`src/rtl/mux_sel_arbiter_4_pkg.sv`:
```
// Shared types and constants for the 4-source mux select arbiter.
package mux_sel_pkg;

  localparam int unsigned N_SRC = 4;
  localparam int unsigned SEL_W = 2;

  typedef enum logic [1:0] {
    IDLE  = 2'd0,
    GRANT = 2'd1,
    GAP   = 2'd2
  } arb_state_e;

  // Registered output payload driven onto the mux select bus
  typedef struct packed {
    logic [SEL_W-1:0] sel;
    logic [N_SRC-1:0] gnt;
    logic             valid;
  } arb_out_t;

endpackage

```
`src/rtl/mux_sel_arbiter_4_if.sv`:
```
// Request/grant bus between the four sources, the arbiter and the downstream 4:1 mux.
interface mux_sel_arbiter_4_if;
  import mux_sel_pkg::*;

  logic [N_SRC-1:0] req;
  logic             done;
  logic             S0;
  logic             S1;
  logic [N_SRC-1:0] gnt;
  logic             gnt_valid;

  modport master (
    input  req, done,
    output S0, S1, gnt, gnt_valid
  );

  modport slave (
    output req, done,
    input  S0, S1, gnt, gnt_valid
  );

endinterface

```
`src/rtl/mux_sel_arbiter_4_rr_pick_4.sv`:
```
// Combinational round-robin search: first set req bit at ptr, ptr+1, ... mod 4.
module rr_pick_4
  import mux_sel_pkg::*;
(
  input  logic [N_SRC-1:0] req,
  input  logic [SEL_W-1:0] ptr,
  output logic             found_c,
  output logic [SEL_W-1:0] idx_c
);

  logic [SEL_W-1:0] cand;

  always_comb begin
    found_c = 1'b0;
    idx_c   = ptr;
    cand    = ptr;
    for (int unsigned i = 0; i < N_SRC; i++) begin
      cand = ptr + SEL_W'(i);
      if (!found_c && req[cand]) begin
        found_c = 1'b1;
        idx_c   = cand;
      end
    end
  end

endmodule

```
`src/rtl/mux_sel_arbiter_4.sv`:
```
// Round-robin arbiter driving the S1/S0 selects of a 4:1 mux, with a one-cycle guard gap.
// Optional forced release after MAX_DWELL cycles when MUX_SEL_TIMEOUT_EN is defined.
module mux_sel_arbiter_4
  import mux_sel_pkg::*;
#(
  parameter int unsigned MAX_DWELL = 8,
  parameter int unsigned DWELL_W   = 4
) (
  input  logic                 clk,
  input  logic                 rst_n,
  mux_sel_arbiter_4_if.master  bus
);

`ifdef MUX_SEL_TIMEOUT_EN
  localparam bit TIMEOUT_EN = 1'b1;
`else
  localparam bit TIMEOUT_EN = 1'b0;
`endif

  arb_state_e       state_q, state_d;
  arb_out_t         out_q, out_d;
  logic [SEL_W-1:0] ptr_q, ptr_d;
  logic [DWELL_W-1:0] dwell_q, dwell_d;

  logic             pick_found_c;
  logic [SEL_W-1:0] pick_idx_c;
  logic             timeout_c;
  logic             release_c;

  rr_pick_4 u_pick (
    .req     (bus.req),
    .ptr     (ptr_q),
    .found_c (pick_found_c),
    .idx_c   (pick_idx_c)
  );

  assign timeout_c = TIMEOUT_EN && (dwell_q == DWELL_W'(MAX_DWELL - 1));
  assign release_c = bus.done || !bus.req[out_q.sel] || timeout_c;

  // State and output registers
  always_ff @(posedge clk or negedge rst_n) begin
    if (!rst_n) begin
      state_q <= IDLE;
      out_q   <= '0;
      ptr_q   <= '0;
      dwell_q <= '0;
    end else begin
      state_q <= state_d;
      out_q   <= out_d;
      ptr_q   <= ptr_d;
      dwell_q <= dwell_d;
    end
  end

  // Next state; S1/S0 hold their last value whenever no grant is active
  always_comb begin
    state_d       = state_q;
    out_d         = out_q;
    out_d.gnt     = '0;
    out_d.valid   = 1'b0;
    ptr_d         = ptr_q;
    dwell_d       = dwell_q;

    case (state_q)
      GRANT: begin
        dwell_d = (&dwell_q) ? dwell_q : dwell_q + DWELL_W'(1);
        if (release_c) begin
          state_d = GAP;
          ptr_d   = out_q.sel + SEL_W'(1);
        end else begin
          out_d.gnt   = out_q.gnt;
          out_d.valid = 1'b1;
        end
      end
      // The gap cycle itself shows no grant; arbitrating here keeps it to one invalid cycle
      IDLE, GAP: begin
        state_d = IDLE;
        if (pick_found_c) begin
          state_d     = GRANT;
          out_d.sel   = pick_idx_c;
          out_d.gnt   = N_SRC'(1) << pick_idx_c;
          out_d.valid = 1'b1;
          dwell_d     = '0;
        end
      end
      default: state_d = IDLE;
    endcase
  end

  assign bus.S1        = out_q.sel[1];
  assign bus.S0        = out_q.sel[0];
  assign bus.gnt       = out_q.gnt;
  assign bus.gnt_valid = out_q.valid;

endmodule

```
`src/flat_wrapper.sv`:
```
// flat-port wrapper written by rule: the top's interface ports become plain ports
module mux_sel_arbiter_4_flat import mux_sel_pkg::*;
#(
  parameter int unsigned MAX_DWELL = 8,
  parameter int unsigned DWELL_W   = 4
)
  (clk, rst_n, bus_req, bus_done, bus_S0, bus_S1, bus_gnt, bus_gnt_valid);
  mux_sel_arbiter_4_if bus_i ();
  input  logic clk;
  input  logic rst_n;
  input wire logic [$bits(bus_i.req)-1:0] bus_req;
  input wire logic [$bits(bus_i.done)-1:0] bus_done;
  output wire logic [$bits(bus_i.S0)-1:0] bus_S0;
  output wire logic [$bits(bus_i.S1)-1:0] bus_S1;
  output wire logic [$bits(bus_i.gnt)-1:0] bus_gnt;
  output wire logic [$bits(bus_i.gnt_valid)-1:0] bus_gnt_valid;
  assign bus_i.req = bus_req;
  assign bus_i.done = bus_done;
  assign bus_S0 = bus_i.S0;
  assign bus_S1 = bus_i.S1;
  assign bus_gnt = bus_i.gnt;
  assign bus_gnt_valid = bus_i.gnt_valid;
  mux_sel_arbiter_4 #(.MAX_DWELL(MAX_DWELL), .DWELL_W(DWELL_W)) u_core (.clk(clk), .rst_n(rst_n), .bus(bus_i));
endmodule
```
`config.mk`:
```
export PLATFORM = sky130hd
export DESIGN_NAME = mux_sel_arbiter_4_flat
export DESIGN_NICKNAME = d
export VERILOG_FILES = /design/src/rtl/mux_sel_arbiter_4_pkg.sv /design/src/rtl/mux_sel_arbiter_4_if.sv /design/src/rtl/mux_sel_arbiter_4_rr_pick_4.sv /design/src/rtl/mux_sel_arbiter_4.sv /design/src/flat_wrapper.sv
export SDC_FILE = /design/constraint.sdc
export NUM_CORES = 1
export LEC_CHECK = 0
export BUFFER_PORTS_ARGS = -buffer_cell sky130_fd_sc_hd__clkbuf_2
export CAP_MARGIN = 20
export CORE_AREA = 8 8 45 47
export CTS_CLUSTER_DIAMETER = 80
export DETAILED_ROUTE_END_ITERATION = 6
export DIE_AREA = 0 0 53 55
export PLACE_DENSITY = 0.72
export SETUP_SLACK_MARGIN = 0.4
export SYNTH_ARGS = -nofsm -noshare
export SYNTH_HDL_FRONTEND = slang
export SYNTH_SLANG_ARGS = --single-unit
```
`constraint.sdc`:
```
create_clock -name clk -period 3.5 [get_ports clk]
set_input_delay 0.7 -clock clk [delete_from_list [all_inputs] [get_ports clk]]
set_output_delay 0.7 -clock clk [all_outputs]
set_load 0.05 [all_outputs]
```
Yosys cells after proc, flatten, opt, wreduce, memory -nomap -nowiden

Cells that the tools add are included.

Bits of input ports: 7
Logic and storage cells: 53
Flip-flop bits (word level): 11
Output and inout bits: 7

Equality and inequality tests: 3
Shift operators: 1
Magnitude comparators: 5
Multiplexer cells: 23
Add/sub/neg operators: 4
Reductions and logical operators: 12

Operators by type and width:

| operator                                                   | number |
|---|---|
| less-than comparator 2 x 3 -> 1 bit, second input constant | 5 |
| binary-select mux 1 bit (select 2 bit)                     | 5 |
| two-way mux 1 bit                                          | 10 |
| two-way mux 5 bit                                          | 2 |
| case mux 5 bit (2 select lines)                            | 1 |
| two-way mux 2 bit                                          | 4 |
| adder 2 x 1 -> 2 bit, second input constant                | 2 |
| adder 2 bit, second input constant                         | 2 |
| logical NOT 1 bit                                          | 4 |
| case mux 2 bit (2 select lines)                            | 1 |
| AND reduction 2 bit                                        | 2 |
| << shifter 1 x 2 -> 4 bit, first input constant            | 1 |
| logical AND 1 bit                                          | 3 |
| == test 2 x 1 -> 1 bit, second input constant              | 1 |
| == test 2 bit, second input constant                       | 1 |
| logical NOT 2 bit                                          | 1 |
| inequality test 2 x 1 -> 1 bit, second input constant      | 1 |
| OR reduction 2 bit                                         | 1 |
| logical OR 1 bit                                           | 1 |

Depth between registers and ports, before layout

Depth in word-level cells: 15
Gate-level depth with buffers: 6
Depth with buffers taken out: 4

Hierarchy

Synthesis repeated with hierarchy kept, for this count alone.

Cells, all modules: 64
Area, all modules: 623.1 µm²

Modules (own cells, without submodules):

| module            | cells each | area an instance (µm²) | times used | seq. area each (µm²) |
|---|---|---|---|---|
| mux_sel_arbiter_4 | 48         | 526.8                  | 1          | 275.3 |
| rr_pick_4         | 16         | 96.3                   | 1          | 0.0 |

Least setup slack after synthesis

No wires, ideal clock.

Path kind: input to register
Start: in bus_req[1]
End: reg u_core.ptr_q[0]
Slack: 1.662 ns
Buffers on the path: 1
Arrival time: 1.688 ns
Setup time: 0.150 ns
Stages: 4
Path through: buf_6 > mux4_2 > a211oi_4 > a21oi_1

Cells in the longest elaborated chain, start to end: 5

Ends and longest elaborated chain:

| item                                    | RTL line                | RTL |
|---|---|---|
| start, declared                         | flat_wrapper.sv:11      | `input wire logic [$bits(bus_i.req)-1:0] bus_req;` |
| binary-select mux 1 bit (select 2 bit)  | mux_sel_arbiter_4.sv:38 | `assign release_c = bus.done \|\| !bus.req[out_q.sel] \|\| timeout_c;` |
| two-way mux 1 bit (implied by the code) | mux_sel_arbiter_4.sv:38 |  |
| logical NOT 1 bit                       | mux_sel_arbiter_4.sv:38 |  |
| logical OR 1 bit                        | mux_sel_arbiter_4.sv:38 |  |
| AND reduction 2 bit (no source line)    | --                      |  |
| end signal, assigned                    | mux_sel_arbiter_4.sv:50 | `ptr_q <= ptr_d;` |
| end, declared                           | mux_sel_arbiter_4.sv:22 | `logic [SEL_W-1:0] ptr_q, ptr_d;` |

No other way between the ends. The select of a mux whose other input is x is not followed.
A chain may end at the register's enable or synchronous reset.

Worst setup path after layout

Start: reg u_core.out_q (netlist bit u_core.bus.S0)
End: out bus_S0

RTL lines:

| item                   | RTL line                | RTL |
|---|---|---|
| start, declared        | mux_sel_arbiter_4.sv:21 | `arb_out_t out_q, out_d;` |
| start signal, assigned | mux_sel_arbiter_4.sv:49 | `out_q <= out_d;` |
| end, declared          | flat_wrapper.sv:13      | `output wire logic [$bits(bus_i.S0)-1:0] bus_S0;` |

No word-level cell between the ends.

==> results.tsv <==
metric	value	unit
DRT Pass-1 Iters	3	
Layout Area Growth over Synthesis	17.0	%
num ports	14	
Slew HR	65.1	%
Max IR drop VDD	373	uV
met1 usage	9.40	%
CP Launch Point	u_core.bus.S0$_DFFE_PN0P_	
Avg Synthesized Cell Area	10.1	um2
Worst Path Buf+Inv	1	
GRT busiest layer	met2	
Fill cells	136	
delay-heaviest family, CP	flip-flops	
DR vias/cell	5.28	
status	completed	
Synth Instances	57	
FMAX	574	MHz
Critical-path top delay cell	dfrtp_1	
pwr/cell area	994	nW/um2
startpoint types	flop	
reg-to-reg endpoint	u_core.ptr_q[1]$_DFFE_PN0P_	
Switching Share	50.2	%
post_cts resized	0	
adder-cell share of the synthesized area	0	%
sequential fraction of the synthesis area	47.8	%
CTS clk-pin slew, worst paths	0.08	ns
Final HPWL DP	942	um
initial core utilization	41.6	%
largest net degree at the start of global routing	12	
main combinational cell family by area after synthesis	compound AO/OA/AOI/OAI gates	
Final min period	1.74	ns
total of flip-flops plus latches after synthesis	11	
sequential power share	35.5	%
DRT iter0 DRCs	6	
met3 GRT Util	2.67	%
area leader, netlist	dfrtp_1	
count of final hold-check violations	0	
critical path class	flop to output port	
setup bufs post-CTS	0	
CP max stage delay	0.45	ns
grt met2 use	17.6	%
multiplexer share of the synthesized area	3.91	%
Final ANT Viol Nets	0	
wire per inst	13.7	um
Tot Pwr	0.669	mW
Ant. Diodes	0	
Synth top area share	47.8	%
Psw	0.336	mW
Max Cap Viol	0	
Synth Area in XOR/XNOR	1.52	%
detailed-route via count	465	
combinational share of power	51.2	%
count of final setup violators	0	
Most used DFF post-synth	dfrtp_1	
simple-gate share of the synthesized area	19.3	%
clock network power share	13.3	%
CP Cell Sequence	clkbuf_2	
total grt overflow	0	
cts hold-fix bufs	0	
Worst Skew	0.00947	ns
Worst Tran Pin Value	0.522	ns
final core utilization	48.6	%
P_leak	0.327	nW
number of placement rows	14	
Hold Crit Class	primary input to async pin	
Residual DRC	0	
internal reg-to-reg setup slack	1.89	ns
arrival time worst endpoint	1.04	ns
root buf cell	clkbuf_4	
die width	53	um
Slew Viols, Final	0	
final wirelength	1210	um
Die Y	55	um
Synth Net Count	64	
H-tree Lvls	1	
post-synth cell types	25	
GPL Wtd Cong	0.790	
die area	2920	um2
RSZ-0062 raised after global routing	false	
TritonCTS clock tree	yes	
count leader, synth	dfrtp_1	
FFs w/ async S/R, synth	100	%
fin crit share	49.8	%
Mapped Area	576	um2
vias in the first global route	504	
crit end category	output port	
Critical Path Fanout Max	5	
initial antenna violation count	0	
CTS Buffer Depth	2	
TritonCTS buffer count	3	
clk sinks	11	
first-pass GRT wire length	2100	um
Worst Reg-to-Reg Cells	4	
EDFF count, synth	0	
Port-buffer cells	13	
Core ar.	1380	um2
YS warnings	0	
Critical Path RT	2.80	ns
Total GRT Usage	9.67	%
complex-gate fraction of the synthesized area	22.2	%
Int Power	0.333	mW
Post-synth top cells	11 x dfrtp_1, 9 x nand2_1, 4 x inv_1, 4 x o21ai_0	
Reg-to-Reg Start	u_core.bus.S1$_DFFE_PN0P_	
synth top area cells	dfrtp_1 48%, nand2_1 5.9%, mux4_2 3.9%, a211oi_4 3.5%, o21ai_0 3.5%	
share of cells above drive strength 1	29.2	%
Setup TNS Final	0	ns
Clk Latency, worst-skew pair	0.28	ns
NumNets Final	80	
-- placed cells by master, fill, tap and decap left out, types with 2 or more instances in the layout --
cell / count
clkbuf_2: 13
dfrtp_1: 11
nand2_1: 9
inv_1: 4
o21ai_0: 4
nor2_1: 3
nor2b_1: 3
clkbuf_4: 3
nand2b_1: 2
a21oi_1: 2
o22ai_1: 2
o31ai_1: 2
-- metrics by stage --
stage	cells	hold WS, ns	setup slack (ns)	cell area [um2]
after floorplan	57	0.404	1.66	576
after global placement	84	0.466	1.60	646
after detailed placement	84	0.474	1.54	646
after CTS	88	0.285	1.74	673
after global routing	88	0.291	1.71	673
final	88	0.279	1.76	673
-- flip-flops by register name, indices dropped and copies added (netlist names) --
name	count
u_core.bus.S0	1
u_core.bus.S1	1
u_core.bus.gnt	4
u_core.bus.gnt_valid	1
u_core.ptr_q	2
u_core.state_q	2
-- routing by layer --
metal  vias to the layer above  wire length [um]
met5                         -                 0
met4                         0                27
met2                        10               614
met1                       216               510
li1                        234                 -
met3                         5                57
-- cells by family after synthesis --
kind of cell,count (synthesis)
buffers and inverters,6
AND/OR/NAND/NOR,21
AO/OA/AOI/OAI,17
flip-flops,11
XOR/XNOR,1
multiplexers,1
-- layout make-up --
cell class,instances,area (um2),area share (%)
clock buffer,3,22.5,3.35
inverter,4,15.0,2.23
timing repair buffer,13,65.1,9.67
tap,16,20.0,2.97
sequential,11,275,40.9
clock inverter,1,5.00,0.743
multi-input combinational,40,270,40.1
-- worst max path at each step --
| stage | end | slack [ns] | cells after the start |
|---|---|---|---|
| after floorplan | u_core.ptr_q[0]$_DFFE_PN0P_ | 1.66 | 4 |
| after global placement | u_core.ptr_q[0]$_DFFE_PN0P_ | 1.60 | 5 |
| final | bus_S0 | 1.76 | 1 |
| after CTS | bus_S0 | 1.74 | 1 |
| after global routing | bus_S0 | 1.71 | 1 |
| after detailed placement | u_core.ptr_q[0]$_DFFE_PN0P_ | 1.54 | 5 |
-- power groups by stage --
stage	clock, mW	sequential [mW]	combinational (mW)
after detailed placement	0	0.240	0.343
after floorplan	0	0.351	0.154
final	0.0888	0.238	0.343
after global placement	0	0.240	0.339
after global routing	0.0999	0.248	0.369
after CTS	0.0902	0.238	0.346
Power figures use the tool's default switching activity.
